$ cat src/rtl/coord_wb_sequencer.sv
// Buffers coordinate results {X, Y, Rd} and replays each one as two register-file
// writes (Rd <- X, Rd+1 <- Y) whenever the main pipeline leaves the write port free.
module coord_wb_sequencer #(
    parameter int DEPTH = 2
) (
    input  logic        clk,
    input  logic        rst_n,
    input  logic        in_valid,
    input  logic [15:0] in_x,
    input  logic [15:0] in_y,
    input  logic [4:0]  in_rd,
    output logic        in_ready,
    input  logic        port_busy,
    output logic        wb_en,
    output logic [4:0]  wb_addr,
    output logic [15:0] wb_data,
    output logic        busy,
    output logic        overflow
);
    localparam int PW = (DEPTH > 1) ? $clog2(DEPTH) : 1;
    localparam int CW = $clog2(DEPTH) + 1;

    typedef struct packed {
        logic [15:0] x;
        logic [15:0] y;
        logic [4:0]  rd;
    } entry_t;

    typedef enum logic [1:0] {
        IDLE,
        WR_X,
        WR_Y
    } state_t;

    entry_t        mem [DEPTH];
    entry_t        head;
    logic [PW-1:0] wr_ptr;
    logic [PW-1:0] rd_ptr;
    logic [CW-1:0] count;
    logic [CW-1:0] count_nxt;
    state_t        state;
    state_t        state_nxt;
    logic          push;
    logic          pop;
    logic          wr_go;
    logic [4:0]    wr_addr;
    logic [15:0]   wr_data;

    // Readiness comes from the registered count only, so a full buffer refuses
    // a push even on the edge where the head is popped.
    assign in_ready  = (count < CW'(DEPTH));
    assign push      = in_valid && in_ready;
    assign pop       = (state == WR_Y) && !port_busy;
    assign count_nxt = count + CW'(push) - CW'(pop);
    assign head      = mem[rd_ptr];
    assign busy      = (count != '0) || (state != IDLE);

    // NOTE: storage carries no reset; count and pointers alone define which slots are valid.
    always_ff @(posedge clk) begin
        if (push) begin
            mem[wr_ptr] <= '{x: in_x, y: in_y, rd: in_rd};
        end
    end

    // NOTE: sequential state uses non-blocking assignments so every register samples pre-edge values.
    always_ff @(posedge clk or negedge rst_n) begin
        if (!rst_n) begin
            wr_ptr   <= '0;
            rd_ptr   <= '0;
            count    <= '0;
            overflow <= 1'b0;
            state    <= IDLE;
        end else begin
            if (push) begin
                wr_ptr <= wr_ptr + PW'(1);
            end
            if (pop) begin
                rd_ptr <= rd_ptr + PW'(1);
            end
            if (in_valid && !in_ready) begin
                overflow <= 1'b1;
            end
            count <= count_nxt;
            state <= state_nxt;
        end
    end

    // NOTE: every output of this block is defaulted first so no path infers a latch.
    always_comb begin
        state_nxt = state;
        wr_go     = 1'b0;
        wr_addr   = '0;
        wr_data   = '0;
        case (state)
            IDLE: begin
                if (count != '0) begin
                    state_nxt = WR_X;
                end
            end
            WR_X: begin
                if (!port_busy) begin
                    wr_go     = 1'b1;
                    wr_addr   = head.rd;
                    wr_data   = head.x;
                    state_nxt = WR_Y;
                end
            end
            WR_Y: begin
                if (!port_busy) begin
                    wr_go     = 1'b1;
                    wr_addr   = head.rd + 5'd1;
                    wr_data   = head.y;
                    state_nxt = (count_nxt != '0) ? WR_X : IDLE;
                end
            end
            default: state_nxt = IDLE;
        endcase

        // r0 is hardwired: its beat still takes a cycle but never asserts the enable.
        wb_en   = wr_go && (wr_addr != 5'd0);
        wb_addr = wb_en ? wr_addr : 5'd0;
        wb_data = wb_en ? wr_data : 16'd0;
    end
endmodule

$ cat config.mk
export PLATFORM = sky130hd
export DESIGN_NAME = coord_wb_sequencer
export DESIGN_NICKNAME = d
export VERILOG_FILES = /design/src/rtl/coord_wb_sequencer.sv
export SDC_FILE = /design/constraint.sdc
export NUM_CORES = 1
export LEC_CHECK = 0
export CORE_UTILIZATION = 56
export CTS_CLUSTER_SIZE = 30
export DETAILED_ROUTE_END_ITERATION = 8
export PLACE_DENSITY = 0.93
export SYNTH_ARGS = -nofsm -noshare
export SYNTH_HDL_FRONTEND = slang
export SYNTH_SLANG_ARGS = --single-unit
$ cat constraint.sdc
create_clock -name clk -period 7.8 [get_ports clk]
set_input_delay 2.34 -clock clk [delete_from_list [all_inputs] [get_ports clk]]
set_output_delay 2.34 -clock clk [all_outputs]
set_load 0.01 [all_outputs]
==> results of run 1 <==
## power by group
part           internal [mW]  leakage (nW)  total (mW)  switching [mW]
logic                  0.216         0.742       0.515           0.300
clock network          0.186         0.113       0.352           0.166
registers              0.576         0.760       0.619          0.0437
total                  0.977          1.61        1.49           0.509
## flip-flops by register name (all words and copies together), names as in the netlist
name	cells
wr_ptr	1
mem	74
overflow	1
rd_ptr	1
count	2
state	2
## critical path: cells and delay by family
| family | cells | cell delay (ps) |
|---|---|---|
| buf+inv | 2 | 1120 |
| simple gates | 2 | 1300 |
| compound gates | 2 | 500 |
## final cells by class
cell class / count / area share (%)
repair buffers: 70 / 15.3
inverters: 10 / 0.834
flip-flops and latches: 81 / 53.3
clock buffers: 9 / 2.75
well taps: 75 / 2.09
multi-input cells: 132 / 23.4
clock inverters: 7 / 2.34
## synthesized netlist by cell type, types with 2 or more instances
cell type	instances
sky130_fd_sc_hd__a21oi_1	3
sky130_fd_sc_hd__a31oi_1	17
sky130_fd_sc_hd__and3_1	3
sky130_fd_sc_hd__buf_1	2
sky130_fd_sc_hd__buf_2	5
sky130_fd_sc_hd__buf_6	3
sky130_fd_sc_hd__clkbuf_1	3
sky130_fd_sc_hd__dfrtp_1	7
sky130_fd_sc_hd__edfxtp_1	74
sky130_fd_sc_hd__ha_1	7
sky130_fd_sc_hd__inv_1	9
sky130_fd_sc_hd__mux2_2	2
sky130_fd_sc_hd__mux2i_1	36
sky130_fd_sc_hd__nand2_1	19
sky130_fd_sc_hd__nand2b_1	2
sky130_fd_sc_hd__nand3b_1	2
sky130_fd_sc_hd__nor2_1	2
sky130_fd_sc_hd__nor2b_1	3
sky130_fd_sc_hd__o21ai_0	2
sky130_fd_sc_hd__o22ai_1	17
sky130_fd_sc_hd__xnor2_1	2
## kinds of logic after synthesis
logic type	Yosys count
AOI/OAI and AO/OA	45
xor gates and xnor gates	3
adders and majority gates	7
buffers and inverters	24
DFF	81
muxes	39
and+or+nand+nor	38
## stage by stage
stage,std cells,hold slack [ps]
after floorplan,237,461
after global placement,368,437
after detailed placement,368,444
after CTS,384,463
after global routing,384,485
final,384,457
## layout by cell type, fill, tap and decap left out, types with 2 or more instances in the layout
cell	count
sky130_fd_sc_hd__bufinv_16	2
sky130_fd_sc_hd__dfrtp_1	6
sky130_fd_sc_hd__mux2_2	2
sky130_fd_sc_hd__nand2_1	19
sky130_fd_sc_hd__clkbuf_8	9
sky130_fd_sc_hd__nand3b_1	2
sky130_fd_sc_hd__o22ai_1	16
sky130_fd_sc_hd__a31oi_1	17
sky130_fd_sc_hd__inv_1	9
sky130_fd_sc_hd__o21ai_0	2
sky130_fd_sc_hd__ha_1	7
sky130_fd_sc_hd__inv_6	3
sky130_fd_sc_hd__mux2i_1	36
sky130_fd_sc_hd__clkdlybuf4s50_1	65
sky130_fd_sc_hd__nand2b_1	2
sky130_fd_sc_hd__a21oi_1	3
sky130_fd_sc_hd__xnor2_1	2
sky130_fd_sc_hd__edfxtp_1	74
sky130_fd_sc_hd__and3_1	2
sky130_fd_sc_hd__nor2b_1	3
sky130_fd_sc_hd__buf_4	5
## path summary, 6_finish.rpt
kind / start / to
worst min-delay path: overflow$_DFFE_PN0P_ / overflow$_DFFE_PN0P_
min in group asynchronous: rst_n / overflow$_DFFE_PN0P_
worst max-delay path: port_busy / wb_data[8]
worst max register to register: state[0]$_DFFE_PN0P_ / state[0]$_DFFE_PN0P_
worst min register to register: overflow$_DFFE_PN0P_ / overflow$_DFFE_PN0P_
max in group asynchronous: rst_n / rd_ptr$_DFFE_PN0P_
## per-layer routing
metal | track usage [%] | part of all wire (%)
met1 | 30.8 | 38
met2 | 44.5 | 51
met3 | 5.89 | 7.2
met4 | 14.6 | 3.2
met5 | 0 | 0
==> flow_results.org, run 1 <==
** Run
- Maximum capacitance violations :: 0

** Timing
- Sum of negative setup slack :: 0 ps
- Static timing analysis puts the maximum clock frequency at 132 MHz.
- Headroom to the max-slew limit came out at 26.2%.
- After layout, the minimum clock period comes to 7600 ps.
- Final count of negative-setup-slack endpoints :: 0
- The final critical path takes up 97.5% of the cycle.
- Transition at the pin with the smallest max-transition slack :: 1100 ps
- Setup repair after global routing left no endpoint under its margin.
- The clock arrives with 7.05 ps of skew.
- The number of pins exceeding their max-slew limit in the final report was 0.
- Count of final hold-check violations :: 0
- Setup slack closes at 197 ps.

** Cells and area
- The post-route netlist has 10.4% of its cells at a drive strength greater than 1.
- The layout has 378 filler cells.
- Post-layout net count :: 352
- Once layout is done, the placed cells without fillers occupy 4500 um2.
- Compared with the post-synthesis result, the final layout area differs by 26.5%.
- Antenna diode count :: 0
- In the final layout, the multi-input gates occupy 1050 um2.
- FF/Latch Area :: 2400 um2
- At the end of the flow the core is filled with cells to 74.7%.

** Floorplanning
- Area of the core region :: 6030 um2
- Floorplan die area :: 6670 um2
- Effective utilization at floorplan :: 59.0%
- Y dimension of the die :: 81.7 um
- Die boundary width :: 81.7 um
- In this run the core area contains 28 standard-cell rows.
- Number of top-level pins :: 66

** Detailed routing
- Drc violations :: 0
- Routed len/inst :: 20.2 um
- Initial drt markers :: 215
- In the routed layout, each cell is associated on average with a via count of 6.15.
- WL final :: 7770 um
- Initial DRT Pass Iterations :: 4
- Across all layers, the routed design uses 2363 vias.
- The detail route stage leaves a number of antenna-violating nets equal to 0.

** Logic synthesis
- Area fraction in and, or, nand and nor cells after synthesis :: 5.98%
- Post-synthesis share of cell area spent on full adders, half adders and majority gates :: 2.46%
- In the synthesized netlist the async set-or-reset flop fraction comes to 8.64%.
- Summing the areas of all compound-gate instances in the mapped netlist gives 8.41% of the synthesized area.
- After synthesis, flip-flops and latches occupy 67.4% of the total area.
- The most used flip-flop cell after synthesis is sky130_fd_sc_hd__edfxtp_1.
- Total of flip-flops plus latches after synthesis :: 81
- In this run the cell area of the synthesized design comes to 3560 um2.
- Yosys attributes the largest share of cell area to sky130_fd_sc_hd__edfxtp_1 (62%), sky130_fd_sc_hd__mux2i_1 (10%), sky130_fd_sc_hd__dfrtp_1 (4.9%).
- Of the post-synthesis cell area, the dominant cell type holds 62.5%.
- Multiplexer area fraction after synthesis :: 11.2%
- Mean area per synthesized cell :: 15.0 um2
- After synthesis, the largest family of logic cells by area is multiplexers.
- Counting every net in the synthesized netlist gives 285.
- Dominant cell type by area after synthesis :: sky130_fd_sc_hd__edfxtp_1
- After Yosys synthesis, XOR and XNOR cells account for 1.16% of the synthesized area.
- The number of different library cells used by synthesis comes to 38.
- Synthesis produced 237 cells.
- The synthesized design contains 74 enable-type register cells.
- The Yosys step of the flow raised 0 warnings.

** Critical path
- The critical path is of the in2out type.
- The worst register-to-register path has a setup slack of 5360 ps.
- Worst Path Arrival :: 5260 ps
- STA classifies the critical path startpoint as a primary input.
- Top cell by count, worst path :: sky130_fd_sc_hd__clkdlybuf4s50_1
- In this design, the stage delay of the slowest critical-path cell is 910 ps.
- In this run the worst path has a maximum fanout of 17.
- At the worst endpoint, the required time is 5460 ps.
- The slowest stage of the critical path is the sky130_fd_sc_hd__nor4_4 cell.
- Endpoint type of the worst setup path :: output pin
- Walking the worst path, the cells encountered are clkdlybuf4s50_1, nand2b_1, a21oi_1, nor4_4, a31oi_1, clkdlybuf4s50_1.
- For the worst flop-to-flop path, the logic depth is 12.

** Clocking
- CTS Root Cell :: sky130_fd_sc_hd__clkbuf_8
- Gates resized during post-CTS repair numbered 1.
- After clock tree synthesis, the flow added hold-fix buffers numbering 0.
- Clock tree from TritonCTS :: built
- TritonCTS created 9 clock buffers.
- Post-CTS setup buffer count :: 0
- Maximum level of the CTS H-tree :: 3
- The clock reaches the later pin of the worst-skew pair after 350 ps.
- Number of buffers on the longest clock path :: 2
- Counting every sink on the clock net gives 81.
- Clock-pin slew was measured on the worst setup and hold paths at 80 ps.

** Place
- At the placement stage, the worst setup path has a slack of -39.5 ps.
- The HPWL after detailed placement is 4970 um.
- IO buf count :: 65
- The placed instances occupy a cell area of 4260 um2.
- The congestion estimate from routability-driven global placement came to 0.765.

** Power and ir drop
- Power spread over the standard cell area amounts to 330 nW/um2.
- VDD sags by at most 0.000210 V.
- Total power for the finished layout comes to 1.49 mW.
- P_leak :: 1.61 nW

** Global route
- Maximum number of pins on one net before global-route repair :: 38
- Global routing used 26.2% of the available tracks.
- For this run the aggregate overflow at the end of global routing stands at 0.
- The number of global-route vias before repair is 2444.
- Global-route wire length before repair :: 12200 um
- The initial antenna violation count was 0.

** Worst hold path
- Hold path cells :: 1
- Type of the tightest min-delay check :: reg2reg

** Status
- Result of the run :: complete, no violations
(Power assumes the default switching activity.)
==> run 2: changes to the inputs <==
- CORE_ASPECT_RATIO: default -> 0.7
- DONT_BUFFER_PORTS: default -> 1
- PLACE_DENSITY: 0.93 -> 0.82
- clock period: 7.8 -> 6.71 ns (I/O delays scaled with it)
==> flow_results.org, run 2 (synthesized netlist as in run 1, its figures left out) <==
** Cells and area
- Fraction of layout instances using a drive strength above 1 :: 12.2% (+1.9 points)
- Commonest non-fill, non-tap cells in the layout :: sky130_fd_sc_hd__edfxtp_1 (74), sky130_fd_sc_hd__mux2i_1 (36), sky130_fd_sc_hd__nand2_1 (19)
- Antenna diode count :: 0 (unchanged)
- FF/Latch Area :: 2400 um2 (unchanged)
- The final standard cell count with taps included and fillers excluded came to 320 (-17%).
- The area of the multi-input gates was 1050 um2 (-0.59%).
- Area growth from synthesis to layout :: 7.70%
- Final Core Density :: 64.6% (-10 points)
- Max reg flops :: 74 (unchanged)
- Post-layout net count :: 288 (-18%)
- Leaving out fill and tap cells, the most frequent cell in the layout is sky130_fd_sc_hd__edfxtp_1.
- Number of fill cells :: 414 (+9.5%)
- The largest registers in the layout are mem x74, count x2, state x2.
- The register with the most flip-flops in the final layout is mem.

** Floorplanning
- Row Count :: 23 (-18%)
- The core box area came to 5930 um2 (-1.6%).
- Number of top-level pins :: 66 (unchanged)
- Die boundary width :: 97.3 um (+19%)
- The vertical die dimension came to 68.7 um (-16%).
- The initial standard-cell utilization of the core is 60.0% (+0.97 points).
- Floorplan die area :: 6680 um2 (about the same)

** Status
- Result of the run :: complete, no violations

** Place
- IO buf count :: 0 (-100%)
- Estimated wirelength of the detail-placed design :: 4360 um (-12%)
- The pre-CTS worst setup slack is 1030 ps (+1070 ps).
- The routability-driven placement congestion ratio is 0.820 (+7.2%).
- Placed instance count :: 304 (-17%)

** Timing
- Minimum setup slack in the final design :: 1050 ps (+850 ps)
- Final count of negative-setup-slack endpoints :: 0 (unchanged)
- The actual transition at the worst max-transition pin came to 1100 ps (-7.38 ps).
- The number of failing hold endpoints at the final stage came to 0 (unchanged).
- Fin crit share :: 84.4%
- Unrepaired setup endpoints after global routing :: no
- Final clock skew :: 7.49 ps (+0.438 ps)
- The relative slew slack came to 26.7% (+0.49 points).
- Number of max-slew violations in the final report :: 0 (unchanged)
- Timing would allow up to 177 MHz.
- Minimum clock period after layout :: 5660 ps
- The post-route setup TNS is 0 ps (unchanged).

** Critical path
- The worst path required time came to 4700 ps (-760 ps).
- Max FO, Critical Path :: 19 (+2)
- The reg2reg setup slack came to 4140 ps (-1220 ps).
- In this run the critical register-to-register path is captured at state[0]$_DFFE_PN0P_.
- The worst setup path is of the in2out kind.
- Depth of the worst register-to-register path :: 12 (unchanged)
- CP Capture Point :: wb_data[13]
- Endpoint type of the worst setup path :: output pin
- Reg-to-reg critical path startpoint :: state[0]$_DFFE_PN0P_
- CP Launch Type :: primary input
- Startpoint of the worst setup timing path :: port_busy
- Worst Path Arrival :: 3650 ps (-1610 ps)

** Global route
- Number of antenna violations at the first check in global routing :: 0 (unchanged)
- The number of global-route vias before repair came to 1838 (-25%).
- The residual overflow from global routing is 0 (unchanged).
- The total global routing track utilization came to 21.0% (-5.1 points).
- The wire length of the first global-routing pass is 10100 um (-17%).
- Maximum number of pins on one net before global-route repair :: 39 (+2.6%)

** Power and ir drop
- Switching pwr :: 526 uW (+3.3%)
- Switching fraction of total power :: 32.9% (-1.4 points)
- Highest ir drop seen on vdd :: 0.000211 V (+0.56%)
- Portion of total power attributed to combinational logic :: 32.9% (-1.8 points)
- The portion of total power attributed to sequential cells came to 44.1% (+2.4 points).
- The post-route total power is 1.60 mW (+7.6%).
- Clock network power share :: 23.0% (-0.7 points)
- Total internal power :: 1.07 mW (+9.8%)
- The total power per unit cell area is 417 nW/um2 (+26%).
- The leakage power total is 1.37 nW (-15%).

** Detailed routing
- Remaining antenna violation count :: 0 (unchanged)
- Initial drt markers :: 137 (-36%)
- Initial DRT Pass Iterations :: 4 (unchanged)
- Average vias per placed instance :: 6.13 (-0.41%)
- WL final :: 6480 um (-17%)
- The DRC violations left was 0 (unchanged).
- The number of vias after detailed routing came to 1961 (-17%).
- Routed len/inst :: 20.2 um (about the same)

** Clocking
- The buffer count from post-CTS setup fixing came to 0 (unchanged).
- The buffer levels on the longest clock path came to 2 (unchanged).
- TritonCTS built the clock tree.
- Clock transition at the register clock pins on the worst setup and hold paths after CTS :: 80 ps (about the same)
- Clock Sinks :: 81 (unchanged)
- The quantity of gates resized following cts is 0 (-1).
- The clock insertion delay at the later pin of the skew report is 340 ps (about the same).
- The number of H-tree levels came to 3 (unchanged).
- The number of buffers added to fix hold violations after cts came to 0 (unchanged).
- Total clock buffers created by CTS :: 9 (unchanged)
- CTS placed an instance of sky130_fd_sc_hd__clkbuf_8 at the clock tree root.

** Run
- Maximum capacitance violations :: 0 (unchanged)

** Worst hold path
- Type of the tightest min-delay check :: reg2reg
-- run 2: power by group through the flow --
stage / clock [mW] / sequential (mW) / combinational [mW]
floorplan: 0 / 0.705 / 0.430
global placement: 0 / 0.713 / 0.522
detailed placement: 0 / 0.717 / 0.529
CTS: 0.377 / 0.706 / 0.531
global route: 0.392 / 0.716 / 0.585
finish: 0.367 / 0.706 / 0.526
-- run 2: worst min-delay path by stage --
| stage | start | depth (start not counted) | end |
|---|---|---|---|
| after floorplan | wr_ptr$_DFFE_PN0P_ | 1 | wr_ptr$_DFFE_PN0P_ |
| after global placement | overflow$_DFFE_PN0P_ | 1 | overflow$_DFFE_PN0P_ |
| after detailed placement | count[1]$_DFF_PN0_ | 1 | overflow$_DFFE_PN0P_ |
| after CTS | count[1]$_DFF_PN0_ | 1 | overflow$_DFFE_PN0P_ |
| after global routing | wr_ptr$_DFFE_PN0P_ | 1 | wr_ptr$_DFFE_PN0P_ |
| final | count[1]$_DFF_PN0_ | 1 | overflow$_DFFE_PN0P_ |
-- run 2: worst max-delay path: stages --
cell and delay (ps):
sky130_fd_sc_hd__nand2b_1 80, sky130_fd_sc_hd__buf_4 240, sky130_fd_sc_hd__inv_2 110, sky130_fd_sc_hd__and3_1 150
sky130_fd_sc_hd__o22ai_1 580, sky130_fd_sc_hd__buf_4 300, sky130_fd_sc_hd__a31oi_1 170
-- run 2: per-stage QoR --
step	hold WS (ps)	area, um2
finish	532	3830
global route	574	3830
CTS	534	3830
detailed placement	511	3620
global placement	508	3620
floorplan	461	3560
-- run 2: area by class of cell --
cell class | instances | share of cell area [%]
flip-flops and latches | 81 | 62.6
clock buffers | 10 | 3.33
inverters | 10 | 0.980
multi-input cells | 132 | 27.3
well taps | 75 | 2.45
repair buffers | 6 | 1.18
clock inverters | 6 | 2.16
-- run 2: routing by layer --
metal  vias to the layer above  global-route usage [%]  share of wire [%]
met1                       964                    28.9                 43
met3                         5                    10.9                 12
met2                        72                    29.8                 44
li1                        920                       -                  -
met5                         -                       0                  0
met4                         0                    5.15               0.85
